### config.mk
export PLATFORM = sky130hd
export DESIGN_NAME = axi_w_sink
export DESIGN_NICKNAME = d
export VERILOG_FILES = /design/src/rtl/axi_sink_pkg.sv /design/src/rtl/axi_sink_fifo.sv /design/src/rtl/axi_w_sink.sv
export SDC_FILE = /design/constraint.sdc
export NUM_CORES = 1
export LEC_CHECK = 0
export CELL_PAD_IN_SITES_DETAIL_PLACEMENT = 0
export CELL_PAD_IN_SITES_GLOBAL_PLACEMENT = 1
export CORE_ASPECT_RATIO = 0.6
export CORE_MARGIN = 2
export CORE_UTILIZATION = 42
export DETAILED_ROUTE_END_ITERATION = 8
export HOLD_SLACK_MARGIN = 0.15
export PLACE_DENSITY_LB_ADDON = 0.1
export SLEW_MARGIN = 20
export SYNTH_ARGS = -nofsm -noshare
export SYNTH_HDL_FRONTEND = slang
export SYNTH_SLANG_ARGS = --single-unit
### constraint.sdc
create_clock -name clk -period 3.8 [get_ports clk]
set_clock_uncertainty 0.15 [all_clocks]
set_input_delay 1.14 -clock clk [delete_from_list [all_inputs] [get_ports clk]]
set_output_delay 1.14 -clock clk [all_outputs]
set_load 0.05 [all_outputs]
### src/rtl/axi_sink_pkg.sv
// Shared types and constants for the AXI write-channel sink.
// Entry structs use the default ID width; modules with a different ID_W mirror them locally.
package axi_sink_pkg;

  localparam int DEFAULT_ID_W = 16;
  localparam int LEN_W        = 8;

  localparam logic [1:0] RESP_OKAY   = 2'b00;
  localparam logic [1:0] RESP_SLVERR = 2'b10;

  typedef struct packed {
    logic [DEFAULT_ID_W-1:0] id;
    logic [LEN_W-1:0]        len;
    logic [1:0]              resp;
  } aw_entry_t;

  typedef struct packed {
    logic [DEFAULT_ID_W-1:0] id;
    logic [1:0]              resp;
  } b_entry_t;

endpackage

### src/rtl/axi_sink_fifo.sv
// Generic synchronous FIFO with full/empty flags; push and pop may coincide.
// DEPTH must be a power of two, at least 2.
module axi_sink_fifo #(
  parameter int WIDTH = 8,
  parameter int DEPTH = 4
) (
  input  logic             clk,
  input  logic             rstn,
  input  logic             push_i,
  input  logic [WIDTH-1:0] wdata_i,
  input  logic             pop_i,
  output logic [WIDTH-1:0] rdata_o,
  output logic             full_o,
  output logic             empty_o
);

  localparam int PTR_W = $clog2(DEPTH);

  logic [WIDTH-1:0] mem_q [DEPTH];
  logic [PTR_W:0]   wrPtr_q, wrPtr_d;
  logic [PTR_W:0]   rdPtr_q, rdPtr_d;
  logic             doPush, doPop;

  // Pointers carry one extra wrap bit so full and empty are distinguishable.
  assign empty_o = (wrPtr_q == rdPtr_q);
  assign full_o  = (wrPtr_q[PTR_W] != rdPtr_q[PTR_W]) &&
                   (wrPtr_q[PTR_W-1:0] == rdPtr_q[PTR_W-1:0]);
  assign doPush  = push_i && !full_o;
  assign doPop   = pop_i && !empty_o;
  assign rdata_o = mem_q[rdPtr_q[PTR_W-1:0]];

  always_comb begin
    wrPtr_d = wrPtr_q;
    rdPtr_d = rdPtr_q;
    if (doPush) wrPtr_d = wrPtr_q + (PTR_W+1)'(1);
    if (doPop)  rdPtr_d = rdPtr_q + (PTR_W+1)'(1);
  end

  always_ff @(posedge clk) begin
    if (!rstn) begin
      wrPtr_q <= '0;
      rdPtr_q <= '0;
    end else begin
      wrPtr_q <= wrPtr_d;
      rdPtr_q <= rdPtr_d;
    end
  end

  always_ff @(posedge clk) begin
    if (doPush) mem_q[wrPtr_q[PTR_W-1:0]] <= wdata_i;
  end

endmodule

### src/rtl/axi_w_sink.sv
// AXI write-channel blackhole: accepts AW/W, discards data, answers one B per burst,
// flags misplaced wlast and keeps saturating transaction/beat counters.
module axi_w_sink
  import axi_sink_pkg::*;
#(
  parameter int ID_W            = 16,
  parameter int MAX_OUTSTANDING = 4,
  parameter int CNT_W           = 32
) (
  input  logic             clk,
  input  logic             rstn,
  input  logic [ID_W-1:0]  awid_i,
  input  logic [LEN_W-1:0] awlen_i,
  input  logic             awvalid_i,
  output logic             awready_o,
  input  logic             wlast_i,
  input  logic             wvalid_i,
  output logic             wready_o,
  output logic [ID_W-1:0]  bid_o,
  output logic [1:0]       bresp_o,
  output logic             bvalid_o,
  input  logic             bready_i,
  input  logic [1:0]       cfg_bresp_i,
  output logic             err_wlast_o,
  output logic [CNT_W-1:0] txn_count_o,
  output logic [CNT_W-1:0] beat_count_o
);

  typedef struct packed {
    logic [ID_W-1:0]  id;
    logic [LEN_W-1:0] len;
    logic [1:0]       resp;
  } awEntry_t;

  typedef struct packed {
    logic [ID_W-1:0] id;
    logic [1:0]      resp;
  } bEntry_t;

  awEntry_t         awPushData, awHead;
  bEntry_t          bPushData, bHead;
  logic             awFull, awEmpty, bFull, bEmpty;
  logic             awPush, awPop, bPush, bPop;
  logic             wFire, beatIsLast, beatErr;
  logic             active_q;
  logic [LEN_W-1:0] beatCnt_q, beatCnt_d;
  logic             burstErr_q, burstErr_d;
  logic             errWlast_q;
  logic [CNT_W-1:0] txnCount_q, beatCount_q;

  // active_q keeps awready low through reset and the edge that releases it.
  assign awready_o  = active_q && !awFull;
  assign awPush     = awvalid_i && awready_o;
  assign awPushData = '{id: awid_i, len: awlen_i, resp: cfg_bresp_i};

  assign wready_o   = active_q && !awEmpty && !bFull;
  assign wFire      = wvalid_i && wready_o;
  assign beatIsLast = (beatCnt_q == awHead.len);
  assign beatErr    = (wlast_i != beatIsLast);
  assign awPop      = wFire && beatIsLast;
  assign bPush      = awPop;
  assign bPushData  = '{id: awHead.id,
                        resp: (burstErr_q || beatErr) ? RESP_SLVERR : awHead.resp};

  assign bvalid_o   = !bEmpty;
  assign bid_o      = bEmpty ? '0 : bHead.id;
  assign bresp_o    = bEmpty ? '0 : bHead.resp;
  assign bPop       = bvalid_o && bready_i;

  assign err_wlast_o  = errWlast_q;
  assign txn_count_o  = txnCount_q;
  assign beat_count_o = beatCount_q;

  axi_sink_fifo #(
    .WIDTH ($bits(awEntry_t)),
    .DEPTH (MAX_OUTSTANDING)
  ) awQueue (
    .clk     (clk),
    .rstn    (rstn),
    .push_i  (awPush),
    .wdata_i (awPushData),
    .pop_i   (awPop),
    .rdata_o (awHead),
    .full_o  (awFull),
    .empty_o (awEmpty)
  );

  axi_sink_fifo #(
    .WIDTH ($bits(bEntry_t)),
    .DEPTH (MAX_OUTSTANDING)
  ) bQueue (
    .clk     (clk),
    .rstn    (rstn),
    .push_i  (bPush),
    .wdata_i (bPushData),
    .pop_i   (bPop),
    .rdata_o (bHead),
    .full_o  (bFull),
    .empty_o (bEmpty)
  );

  // The burst ends on the beat count alone; wlast only feeds the error flag.
  always_comb begin
    beatCnt_d  = beatCnt_q;
    burstErr_d = burstErr_q;
    if (wFire) begin
      if (beatIsLast) begin
        beatCnt_d  = '0;
        burstErr_d = 1'b0;
      end else begin
        beatCnt_d  = beatCnt_q + LEN_W'(1);
        burstErr_d = burstErr_q || beatErr;
      end
    end
  end

  always_ff @(posedge clk) begin
    if (!rstn) begin
      active_q    <= 1'b0;
      beatCnt_q   <= '0;
      burstErr_q  <= 1'b0;
      errWlast_q  <= 1'b0;
      txnCount_q  <= '0;
      beatCount_q <= '0;
    end else begin
      active_q   <= 1'b1;
      beatCnt_q  <= beatCnt_d;
      burstErr_q <= burstErr_d;
      if (wFire && beatErr) errWlast_q <= 1'b1;
      if (wFire && (beatCount_q != '1)) beatCount_q <= beatCount_q + CNT_W'(1);
      if (bPop && (txnCount_q != '1)) txnCount_q <= txnCount_q + CNT_W'(1);
    end
  end

endmodule

==> results by group, run 1 <==
Status
  • Status: finished, final reports clean

Critical path
  • Crit-path max FO: 18
  • Register-to-register path setup slack: 0.78 ns
  • CP delay by family, top: buffers and inverters
  • R2R Path End: bQueue.mem_q[3][6]
  • Register-to-Register Path Depth: 6
  • Worst path bufs/invs: 2
  • Most Frequent Cell on Critical Path: buf_4
  • Kind of critical path: flop to primary output
  • Worst path required time: 2.51 ns
  • CP Launch Type: flop
  • CP arrival: 2.42 ns
  • Worst path cell trace: xor2_1, nor3_2, buf_4, nor2b_1, buf_4
  • Max incr delay on CP: 0.47 ns
  • Critical Path End Type: primary output
  • Cell at the slowest stage of the critical path: dfxtp_1

Worst hold path
  • Hold path endpoint: beat_count_o[9]
  • Hold WC Path Type: flop to flop
  • Worst Hold Launch: beat_count_o[9]
  • WHS Path Cells: 2

GRT
  • Vias in the first global route: 7247
  • First-pass GRT wire length: 42.6 mm
  • Top Usage Layer GRT: met1
  • Gr usage total: 19.1%
  • Grt ovf: 0
  • M1 GR Usage: 29.5%
  • Met2 global-route usage: 28.1%
  • Met3 Use GR: 3.82%
  • Largest net degree at the start of global routing: 47
  • Initial antenna violation count: 2

CTS
  • Clk root buf: clkbuf_16
  • CTS tree: built
  • Post-CTS setup buffer count: 0
  • CTS H-tree lvls: 1
  • Clock Pin Slew Worst Setup and Hold Paths: 0.07 ns
  • Sinks on Clock Net: 267
  • CTS Buffer Depth: 3
  • TritonCTS Buffers: 25
  • Worst-Skew Late Latency: 0.55 ns

STA
  • Fin Setup TNS: 0 ns
  • Final period utilization: 97.7%
  • Crit path time final: 3.71 ns
  • Max-slew violation count: 0
  • Max Fclk: 0.269 GHz
  • Slew HR: 36.8%
  • Worst Tran Pin Value: 0.948 ns
  • Final hold vios: 0
  • RSZ-0062 raised after global routing: false
  • Hold Slack: 0.335 ns
  • Worst Slack Setup Final: 0.0891 ns
  • Final setup vio count: 0

Logic synthesis
  • Post-synth ARST share: 0%
  • Distinct cells, synth: 61
  • Syn nets: 865
  • Syn. warnings: 0
  • Post-synth EDFFs: 176
  • Post-Syn Instances: 820
  • Syn avg cell area: 13.8 sq um
  • Yosys reg bits: 267
  • Sequential share of the synthesized area: 62.6%
  • Prevailing post-synth register cell: edfxtp_1
  • Synthesized area: 11400 sq um

Routing
  • Vias per Instance: 5.61
  • WL/cell: 20.5 um
  • DRC Markers: 0
  • Total vias in the final route: 7444
  • First-pass iteration count of the detailed router: 5
  • Detailed Route WL: 27.2 mm
  • ANT nets after route: 0
  • Initial DRC Count: 446

Floorplan
  • Core region area: 26500 sq um
  • DIE HEIGHT: 131 um
  • # IOs: 118
  • Die width: 216 um
  • Initial Util: 42.9%
  • Die area: 28400 sq um
  • Rows: 46

Placed design
  • I/O Buffers: 117
  • RePlAce Congestion: 0.790
  • Post-DP HPWL: 18.7 mm
  • Pre-CTS setup slack: 0.317 ns

Layout
  • Fillers: 2218
  • Storage element area: 7110 sq um
  • Area of the multi-input gates: 3990 sq um
  • Most frequent cells in the layout: edfxtp_1, clkdlybuf4s50_1, dfxtp_1, nand2_1, a21oi_1
  • Most common cell after layout, fill and taps aside: edfxtp_1
  • Synth-to-layout area growth: 20.8%
  • Final nets: 993
  • Layout cells sized above 1: 14.9%

Power and ir drop
  • Comb power frac: 3.1%
  • Internal power: 4.49 mW
  • Net Switching: 1.20 mW
  • Pleak: 4.30 nW
  • Seq pwr share: 55.0%
  • PwrDens: 415 nW/um^2
  • Peak supply drop: 0.340 mV
  • Sw frac: 21.1%
  • Clock share of power: 41.9%

Run
  • Max_cap viols: 0
==> area by class of cell <==
cell class,instances,share of cell area (%)
Multi-Input combinational cell,492,29.1
Antenna cell,2,0.0365
Clock buffer,31,4.80
Sequential cell,267,51.8
Tap cell,360,3.28
Inverter,18,0.493
Timing Repair Buffer,144,9.72
Clock inverter,14,0.748
==> tightest hold or removal path, cell delays in order, from the launching register on <==
cell,delay [ns]
dfxtp_1,0.33
nand2_1,0.06
mux2i_1,0.05
==> state kept, by name, summed over array words and instances, names as in the netlist, named ones only <==
name / count
awQueue.mem_q: 104
bQueue.rdPtr_q: 3
txn_count_o: 32
beat_count_o: 32
active_q: 1
bQueue.mem_q: 72
awQueue.rdPtr_q: 3
awQueue.wrPtr_q: 3
err_wlast_o: 1
beatCnt_q: 8
bQueue.wrPtr_q: 3
burstErr_q: 1
==> cell families after synthesis <==
group	count (synthesis)	synth area share, %
compound gates	123	7.00
xor+xnor	33	2.61
fa+ha+maj	13	1.43
buf+inv	61	2.51
flops	267	62.6
mux	61	10.2
simple gates	262	13.6
==> worst max-delay path by stage <==
stage	from	end	slack (ns)	depth (start not counted)
final	bQueue.wrPtr_q[1]	bid_o[3]	0.09	5
after global routing	bQueue.wrPtr_q[1]	bid_o[3]	0.02	5
after CTS	awQueue.wrPtr_q[0]	awready_o	0.0009	3
after detailed placement	bQueue.wrPtr_q[1]	wready_o	0.32	4
after global placement	bQueue.wrPtr_q[2]	wready_o	0.34	4
after floorplan	flop	bid_o[10]	0.42	4
==> repair_timing <==
item                       4_1_cts  5_1_grt
hold buffers                     0        0
setup endpoints to repair        1        2
gates resized for setup          2        2
==> cell usage after synthesis, drive strengths merged (5+ instances only) <==
cell type | number | area share, %
nor4 | 16 | 1.0
a21oi | 48 | 2.1
or4 | 30 | 2.0
nand3 | 26 | 1.1
nor3 | 13 | 0.72
buf | 16 | 0.97
and4 | 7 | 0.55
mux2i | 17 | 1.5
mux4 | 44 | 8.7
nand4 | 23 | 1.6
and2 | 5 | 0.28
clkbuf | 26 | 0.87
xnor2 | 26 | 2.0
xor2 | 7 | 0.61
and3 | 10 | 0.55
nand2b | 13 | 0.72
inv | 17 | 0.56
edfxtp | 176 | 47
dfxtp | 91 | 16
nand2 | 49 | 1.6
o21ai | 19 | 0.84
ha | 13 | 1.4
or3 | 22 | 1.2
nor2b | 18 | 0.99
nor2 | 23 | 0.76
o31ai | 30 | 2.1
==> per-layer routing <==
layer	vias up	part of all wire [%]
met5	-	0
met4	0	1.5
met2	182	43
met3	38	5.2
met1	3747	50
li1	3477	-
==> metrics by stage <==
step                area, sq um  utilization (%)  power [mW]  cells
floorplan                 11400                -        3.28    820
global placement          12900             48.9        3.36   1281
detailed placement        12900             48.9        3.37   1281
CTS                       13700             51.8        5.75   1326
global route              13700             51.8        5.87   1326
finish                    13700             51.8        5.69   1328
==> power by group through the flow <==
| stage | registers (mW) | logic, mW | clock network [mW] |
|---|---|---|---|
| 2_1_floorplan | 3.19 | 0.0837 | 0 |
| 3_3_place_gp | 3.19 | 0.172 | 0 |
| 4_1_cts | 3.13 | 0.178 | 2.44 |
| 3_5_place_dp | 3.19 | 0.178 | 0 |
| 6_report | 3.13 | 0.176 | 2.38 |
| 5_1_grt | 3.13 | 0.191 | 2.55 |
Power figures use the tool's default switching activity.
==> run 2, diff against run 1 <==
--- a/config.mk
+++ b/config.mk
@@ -8,7 +8,6 @@
 export CELL_PAD_IN_SITES_DETAIL_PLACEMENT = 0
 export CELL_PAD_IN_SITES_GLOBAL_PLACEMENT = 1
 export CORE_ASPECT_RATIO = 0.6
-export CORE_MARGIN = 2
 export CORE_UTILIZATION = 42
 export DETAILED_ROUTE_END_ITERATION = 8
 export HOLD_SLACK_MARGIN = 0.15
==> results by group, run 2 (same netlist as run 1, synthesis figures left out) <==
GRT
  • Grt ovf: 0
  • Largest net degree at the start of global routing: 46
  • Gr usage total: 19.1%
  • First-pass GRT wire length: 41.0 mm
  • Initial antenna violation count: 2
  • Vias in the first global route: 7075

Floorplan
  • Initial Util: 42.9%
  • Rows: 46
  • Die area: 27700 sq um
  • Core region area: 26500 sq um
  • # IOs: 118
  • Die width: 214 um
  • DIE HEIGHT: 129 um

Power and ir drop
  • PwrDens: 425 nW/um^2
  • Seq pwr share: 53.3%
  • Peak supply drop: 0.304 mV
  • Net Switching: 1.22 mW
  • Clock share of power: 43.8%
  • Total Power: 5.87 mW
  • Sw frac: 20.9%
  • Internal power: 4.65 mW
  • Comb power frac: 3.0%
  • Pleak: 4.30 nW

Routing
  • ANT nets after route: 0
  • WL/cell: 20.2 um
  • First-pass iteration count of the detailed router: 7
  • DRC Markers: 0
  • Detailed Route WL: 26.8 mm
  • Vias per Instance: 5.63
  • Initial DRC Count: 602
  • Total vias in the final route: 7470

STA
  • Worst Tran Pin Value: 1.10 ns
  • Final setup vio count: 0
  • Fin Setup TNS: 0 ns
  • Final hold vios: 0
  • Crit path time final: 3.70 ns
  • Slew HR: 25.8%
  • RSZ-0062 raised after global routing: false
  • Max-slew violation count: 0
  • Final period utilization: 97.3%
  • Max Fclk: 0.271 GHz

Placed design
  • Post-DP HPWL: 18.3 mm
  • DP Area: 13000 sq um
  • I/O Buffers: 117
  • RePlAce Congestion: 0.805
  • Dpl cells: 1277

Worst hold path
  • Hold WC Path Type: flop to flop
  • Worst Hold Launch: beat_count_o[9]

CTS
  • CTS H-tree lvls: 1
  • Sinks on Clock Net: 267
  • Clk root buf: clkbuf_16
  • Clock Pin Slew Worst Setup and Hold Paths: 0.06 ns
  • TritonCTS Buffers: 26
  • Worst-Skew Late Latency: 0.56 ns
  • CTS tree: built
  • CTS Buffer Depth: 3

Layout
  • Max FFs per register: 104
  • Layout cells sized above 1: 15.1%
  • Most common cell after layout, fill and taps aside: edfxtp_1
  • Design Area, Final: 13800 sq um
  • Most frequent cells in the layout: edfxtp_1, clkdlybuf4s50_1, dfxtp_1, nand2_1, a21oi_1
  • Final core occ: 52.3%
  • Non-Filler Instances: 1327
  • Synth-to-layout area growth: 21.9%
  • Final nets: 990

Critical path
  • Max incr delay on CP: 0.79 ns
  • Kind of critical path: flop to primary output
  • CP Launch Point: bQueue.wrPtr_q[0]
  • CP arrival: 2.41 ns
  • CP Launch Type: flop
  • Crit-path max FO: 6
  • Cell at the slowest stage of the critical path: clkdlybuf4s50_1
  • Critical Path End Type: primary output
  • Worst path bufs/invs: 2
  • Worst path cell trace: xor2_1, nor3_2, inv_1, clkdlybuf4s50_1
  • CP delay by family, top: buffers and inverters
  • Worst path required time: 2.51 ns

Run
  • Max_cap viols: 0

Status
  • Status: finished, final reports clean
-- run 2: cell types whose count changed in the layout (fill, tap and decap cells not counted), moves of 3 or more --
| cell | before | now |
|---|---|---|
| buf_4 | 45 | 36 |
| clkinvlp_2 | 0 | 3 |
| clkinv_1 | 6 | 1 |
| buf_12 | 0 | 5 |
-- run 2: metal layers --
metal,vias to the layer above,routed length (um),global-route usage (%)
li1,3464,-,-
met1,3755,13300,29.3
met2,221,11700,28.7
met3,30,1450,3.33
met4,0,327,3.45
met5,-,0,0
-- run 2: metrics by stage --
step	hold WS [ns]	worst slack, ns
final	0.349	0.103
after global routing	0.363	0.00438
after floorplan	0.321	0.419
after detailed placement	0.338	0.260
after CTS	0.349	0.0884
after global placement	0.325	0.300
-- run 2: path summary, 6_finish.rpt --
check                              to  depth (start not counted)  slack [ns]
hold / removal        beat_count_o[9]                          2        0.35
setup / recovery             bvalid_o                          4        0.10
setup reg to reg  bQueue.mem_q[0][11]                          6        0.72
hold reg to reg       beat_count_o[9]                          2        0.35
-- run 2: area by class of cell --
cell class / count / area (sq um)
fillers: 2231 / 12600
flip-flops and latches: 267 / 7110
multi-input cells: 492 / 3990
repair buffers: 140 / 1360
clock buffers: 36 / 718
well taps: 360 / 450
clock inverters: 12 / 136
inverters: 18 / 67.6
diodes: 2 / 5.00
-- run 2: timing repair --
item | CTS | global route
endpoints found under the setup margin | 2 | 0
hold buffers | 0 | 0
buffers inserted | 0 | 0
resized for setup | 3 | 0
-- run 2: power groups by stage --
stage	combinational (mW)	sequential (mW)	clock [mW]
floorplan	0.0837	3.19	0
global placement	0.171	3.19	0
detailed placement	0.178	3.19	0
CTS	0.178	3.13	2.63
global route	0.190	3.13	2.75
finish	0.176	3.13	2.57
-- run 2: worst register-to-register path, cell delays in order, from the launching register on --
cell and delay [ns]:
dfxtp_2 0.54, mux4_2 0.61, xnor2_1 0.19, nand4_2 0.43, nor3_4 0.35, and2_1 0.16, buf_4 0.30
